File: config.mk
export PLATFORM = sky130hd
export DESIGN_NAME = idex_stage_reg
export DESIGN_NICKNAME = d
export VERILOG_FILES = /design/src/rtl/idex_stage_reg.sv
export SDC_FILE = /design/constraint.sdc
export NUM_CORES = 1
export LEC_CHECK = 0
export ABC_AREA = 1
export CAP_MARGIN = 20
export CORE_ASPECT_RATIO = 1.2
export CORE_MARGIN = 5
export CORE_UTILIZATION = 37
export DETAILED_ROUTE_END_ITERATION = 10
export GPL_ROUTABILITY_DRIVEN = 0
export PLACE_DENSITY_LB_ADDON = 0.08
export SLEW_MARGIN = 20
export SYNTH_ARGS = -nofsm -noshare
export SYNTH_HDL_FRONTEND = slang
export SYNTH_SLANG_ARGS = --single-unit
File: constraint.sdc
create_clock -name clk -period 1.4 [get_ports clk]
set_input_delay 0.21 -clock clk [delete_from_list [all_inputs] [get_ports clk]]
set_output_delay 0.21 -clock clk [all_outputs]
set_load 0.01 [all_outputs]
File: src/rtl/idex_stage_reg.sv
// ID/EX pipeline stage register with stall, flush, valid tracking and a saturating bubble counter.
// The optional load-use hazard detector is enabled by defining IDEX_HAZARD_DETECT_EN.
module idex_stage_reg #(
    parameter int DATA_W    = 32,
    parameter int REG_W     = 5,
    parameter int WB_W      = 2,
    parameter int M_W       = 3,
    parameter int EX_W      = 4,
    parameter int MEMRD_BIT = 1,
    parameter int CNT_W     = 16
) (
    input  logic              clk,
    input  logic              rst_n,
    input  logic              stall,
    input  logic              flush,
    input  logic              in_valid,
    input  logic [REG_W-1:0]  Rs,
    input  logic [REG_W-1:0]  Rt,
    input  logic [REG_W-1:0]  Rd,
    input  logic [WB_W-1:0]   WB,
    input  logic [M_W-1:0]    M,
    input  logic [EX_W-1:0]   EX,
    input  logic [DATA_W-1:0] busA,
    input  logic [DATA_W-1:0] busB,
    input  logic [DATA_W-1:0] busC,
    output logic              out_valid,
    output logic [REG_W-1:0]  RsReg,
    output logic [REG_W-1:0]  RtReg,
    output logic [REG_W-1:0]  RdReg,
    output logic [WB_W-1:0]   WBReg,
    output logic [M_W-1:0]    MReg,
    output logic [EX_W-1:0]   EXReg,
    output logic [DATA_W-1:0] busAReg,
    output logic [DATA_W-1:0] busBReg,
    output logic [DATA_W-1:0] busCReg,
    output logic              hazard_stall,
    output logic [CNT_W-1:0]  bubble_cnt
);

    localparam logic [CNT_W-1:0] CNT_MAX = {CNT_W{1'b1}};

    if (MEMRD_BIT >= M_W) begin : g_memrd_range
        $error("MEMRD_BIT must index a bit of the M control group");
    end

    logic              valid_r;
    logic [REG_W-1:0]  rs_r;
    logic [REG_W-1:0]  rt_r;
    logic [REG_W-1:0]  rd_r;
    logic [WB_W-1:0]   wb_r;
    logic [M_W-1:0]    m_r;
    logic [EX_W-1:0]   ex_r;
    logic [DATA_W-1:0] bus_a_r;
    logic [DATA_W-1:0] bus_b_r;
    logic [DATA_W-1:0] bus_c_r;
    logic [CNT_W-1:0]  cnt_r;
    logic              hazard_s;
    logic              bubble_s;
    logic              hold_data_s;

`ifdef IDEX_HAZARD_DETECT_EN
    // Load in EX whose destination feeds a source of the instruction now in decode.
    always_comb begin
        hazard_s = 1'b0;
        if (valid_r && m_r[MEMRD_BIT] && in_valid && (rt_r != {REG_W{1'b0}}) &&
            ((rt_r == Rs) || (rt_r == Rt))) begin
            hazard_s = 1'b1;
        end else begin
            hazard_s = 1'b0;
        end
    end
`else
    assign hazard_s = 1'b0;
`endif

    // A bubble is inserted by flush regardless of stall; a hazard bubble yields to stall.
    always_comb begin
        bubble_s    = 1'b0;
        hold_data_s = 1'b0;
        if (flush) begin
            bubble_s    = 1'b1;
            hold_data_s = 1'b1;
        end else if (stall) begin
            bubble_s    = 1'b0;
            hold_data_s = 1'b1;
        end else if (hazard_s) begin
            bubble_s    = 1'b1;
            hold_data_s = 1'b1;
        end else begin
            bubble_s    = 1'b0;
            hold_data_s = 1'b0;
        end
    end

    // Valid bit and control groups: cleared on a bubble, held on stall, loaded otherwise.
    always_ff @(posedge clk or negedge rst_n) begin
        if (!rst_n) begin
            valid_r <= 1'b0;
            wb_r    <= {WB_W{1'b0}};
            m_r     <= {M_W{1'b0}};
            ex_r    <= {EX_W{1'b0}};
        end else if (bubble_s) begin
            valid_r <= 1'b0;
            wb_r    <= {WB_W{1'b0}};
            m_r     <= {M_W{1'b0}};
            ex_r    <= {EX_W{1'b0}};
        end else if (stall) begin
            valid_r <= valid_r;
            wb_r    <= wb_r;
            m_r     <= m_r;
            ex_r    <= ex_r;
        end else begin
            valid_r <= in_valid;
            wb_r    <= WB;
            m_r     <= M;
            ex_r    <= EX;
        end
    end

    // Specifiers and operand buses keep their last values across bubbles and stalls.
    always_ff @(posedge clk or negedge rst_n) begin
        if (!rst_n) begin
            rs_r    <= {REG_W{1'b0}};
            rt_r    <= {REG_W{1'b0}};
            rd_r    <= {REG_W{1'b0}};
            bus_a_r <= {DATA_W{1'b0}};
            bus_b_r <= {DATA_W{1'b0}};
            bus_c_r <= {DATA_W{1'b0}};
        end else if (hold_data_s) begin
            rs_r    <= rs_r;
            rt_r    <= rt_r;
            rd_r    <= rd_r;
            bus_a_r <= bus_a_r;
            bus_b_r <= bus_b_r;
            bus_c_r <= bus_c_r;
        end else begin
            rs_r    <= Rs;
            rt_r    <= Rt;
            rd_r    <= Rd;
            bus_a_r <= busA;
            bus_b_r <= busB;
            bus_c_r <= busC;
        end
    end

    // Saturating bubble counter; one increment per bubble edge even if flush and hazard coincide.
    always_ff @(posedge clk or negedge rst_n) begin
        if (!rst_n) begin
            cnt_r <= {CNT_W{1'b0}};
        end else if (bubble_s && (cnt_r != CNT_MAX)) begin
            cnt_r <= cnt_r + {{(CNT_W-1){1'b0}}, 1'b1};
        end else begin
            cnt_r <= cnt_r;
        end
    end

    assign out_valid    = valid_r;
    assign RsReg        = rs_r;
    assign RtReg        = rt_r;
    assign RdReg        = rd_r;
    assign WBReg        = wb_r;
    assign MReg         = m_r;
    assign EXReg        = ex_r;
    assign busAReg      = bus_a_r;
    assign busBReg      = bus_b_r;
    assign busCReg      = bus_c_r;
    assign hazard_stall = hazard_s;
    assign bubble_cnt   = cnt_r;

endmodule

==> metrics.yaml <==
pin_count: 263
fmax_mhz: 724
cp-endpoint: "bubble_cnt[8]"
leakage_nw: 4.93
r2r_slack_ps: 20
wire_per_inst_um: 15.0
timing.critical_path.from_type: "flip-flop"
run_status: "finished clean"
clkSinkCount: 137
hpwlAfterDp_um: 12900
die_area_mm2: 0.0176
initial_core_util_pct: 37.3
critPathSlowestCell: "dfrtp_1"
crit_path_end_kind: "flip-flop"
grt_pass1_vias: 5659
drt_iter0_markers: 264
ir_worst_vdd_mv: 0.699
cts_max_path_buffers: 2
r2r_start: "bubble_cnt[1]"
synthesis.nets: 781
antenna_found_initial: 0
synth_cell_type_count: 19
fin_worst_skew_ps: 7.09
fillerInstances: 1340
cp_cell_sequence: "ha_4 > inv_4 > nor2_4 > nand2_2 > buf_6 > nor2_4 > nand2_2 > xor2_1"
areaGrowthSynthToFinish_pct: 66.3
port_buffers: 261
grt_pass1_wl_um: 27800
hold_violations: 0
layout-drive-gt1-share_pct: 13.2
slowest_delay_ps: 380
fp-row-count: 49
setup_viol: 0
insertion_delay_ps: 420
netlist_instances: 655
period_needed_ps: 1380
drv_cap: 0
required_ps: 1700
yosys_warnings: 0
nets: 1087
diodes: 0
rsz0062_at_grt: "yes"
clock-root-buffer: "clkbuf_16"
maxSlewViolCount: 0
ant_nets: 0
synth_area_per_cell_um2: 8.48
hold_path_class: "input port to asynchronous set/reset pin"
viasPerCell: 4.55
drt_wl_total_um: 17700
netlist_area_mm2: 0.00555
overflow: 0
path_class: "flip-flop to flip-flop"
r2r_cells: 8
power.total_mw: 11.6
fin_crit_sh_pct: 98.7
grt_max_degree: 82
numCtsBuffers: 17
die-width_um: 122
r2r_end: "bubble_cnt[8]"
ys_ff_latch: 137
cp_data_arrival_time_ps: 1680
cts_tree: "yes"
dr.pass1.iters: 4
clk_pin_slew_ps: 60
startpoint: "bubble_cnt[1]"
yosysSeqAreaShare_pct: 61.7
core_area_mm2: 0.0149
drc: 0
die_h_um: 144
htreeDepth: 4
worst-path-max-fanout: 7
setup-tns-final_ps: 0
grt_use_total_pct: 20.3
p_per_area_mw_per_mm2: 1250
via_count: 5364
[cells by family after synthesis]
logic type	Yosys count	synth area share, %
AND/OR/NAND/NOR	465	33.1
buffers and inverters	44	3.76
adder cells (fa/ha/maj)	1	0.225
XOR/XNOR	7	1.10
other	1	0.0675
flip-flops	137	61.7
[registers in the layout, summed over array words and instances (netlist names)]
register and cells:
WBReg 2, RsReg 5, busBReg 32, RdReg 5
busCReg 32, EXReg 4, RtReg 5, out_valid 1
MReg 3, bubble_cnt 16, busAReg 32
[cell usage in the layout (no fill, tap or decap)]
cell type | netlist | layout
nor3_1 | 1 | 1
nor2_1 | 11 | 4
nand2_4 | 0 | 1
dfrtp_1 | 137 | 136
buf_2 | 20 | 12
clkinvlp_4 | 0 | 4
nand2_2 | 5 | 8
nand2_1 | 415 | 412
inv_4 | 0 | 1
buf_4 | 1 | 43
nand3_1 | 19 | 19
inv_1 | 14 | 12
clkinv_4 | 0 | 3
clkbuf_16 | 0 | 17
buf_12 | 0 | 8
clkdlybuf4s50_1 | 0 | 123
clkinv_2 | 0 | 2
clkbuf_2 | 0 | 4
buf_6 | 2 | 3
dlygate4sd2_1 | 0 | 121
nor2_4 | 4 | 10
nand4_1 | 7 | 7
ha_4 | 0 | 1
dfrtp_2 | 0 | 1
bufinv_16 | 0 | 2
nor2_2 | 2 | 4
conb_1 | 1 | 1
inv_8 | 0 | 1
nand3b_1 | 1 | 1
inv_6 | 0 | 4
dlygate4sd3_1 | 0 | 1
xor2_1 | 3 | 3
xnor2_1 | 4 | 4
[worst min-delay path by stage]
stage | cells after the start | slack, ps | start | to
2_1_floorplan | 0 | -90 | rst_n | EXReg[0]
3_3_place_gp | 1 | 130 | rst_n | busBReg[16]
3_5_place_dp | 1 | 130 | rst_n | busBReg[20]
4_1_cts | 2 | 250 | rst_n | busBReg[20]
5_1_grt | 2 | 270 | rst_n | busBReg[20]
6_report | 2 | 250 | rst_n | busBReg[19]
[final cells by class]
type / count / area, um^2 / share of cell area [%]
inverters: 14 / 56.3 / 0.610
flip-flops and latches: 137 / 3430 / 37.1
well taps: 204 / 255 / 2.76
repair buffers: 315 / 2900 / 31.4
multi-input cells: 476 / 2000 / 21.7
clock inverters: 15 / 168 / 1.82
clock buffers: 17 / 425 / 4.61
[Yosys cell counts (all sizes together)]
| cell type | count | area [um^2] |
|---|---|---|
| buf | 23 | 130 |
| clkbuf | 7 | 26.3 |
| conb | 1 | 3.75 |
| dfrtp | 137 | 3430 |
| ha | 1 | 12.5 |
| inv | 14 | 52.6 |
| nand2 | 420 | 1590 |
| nand3 | 19 | 95.1 |
| nand3b | 1 | 7.51 |
| nand4 | 7 | 43.8 |
| nor2 | 17 | 98.8 |
| nor3 | 1 | 5.00 |
| xnor2 | 4 | 35.0 |
| xor2 | 3 | 26.3 |
[metal layers]
layer  GRT usage (%)  routed length, um  vias to the layer above
met5               0                  0                        -
met4            10.3                795                        0
met2            35.0               8940                      200
li1                -                  -                     2604
met1            21.5               6510                     2503
met3            7.90               1460                       57
[worst max-delay path, delay by kind of cell (launching register included)]
| kind | cells | cell delay (ps) |
|---|---|---|
| fa+ha+maj | 1 | 160 |
| simple gates | 4 | 410 |
| xor+xnor | 1 | 150 |
| buf+inv | 2 | 160 |
| flops | 1 | 380 |
[metrics by stage]
step	instance area, um^2	setup slack (ps)	util (%)	hold slack (ps)	instances
3_3_place_gp	8720	-382	58.5	126	1135
2_1_floorplan	5560	15.3	-	-85.6	655
3_5_place_dp	8720	-377	58.5	127	1135
5_1_grt	9230	-49.7	62.0	268	1178
6_report	9230	18.8	62.0	251	1178
4_1_cts	9200	1.01	61.8	247	1174
[report_power, final]
part / leakage [nW] / internal, mW / total, mW / switching, mW
clock network: 0.279 / 2.66 / 4.49 / 1.83
logic: 2.94 / 1.18 / 2.37 / 1.19
registers: 1.72 / 4.44 / 4.69 / 0.252
total: 4.93 / 8.28 / 11.6 / 3.27
[timing repair]
action | 4_1_cts | 5_1_grt
cloned | 0 | 2
buffers inserted | 6 | 2
setup endpoints to repair | 149 | 23
pin swaps | 5 | 8
hold buffers | 1 | 0
gates resized for setup | 181 | 20
hold endpoints to repair | 29 | 0
(Power assumes the default switching activity.)
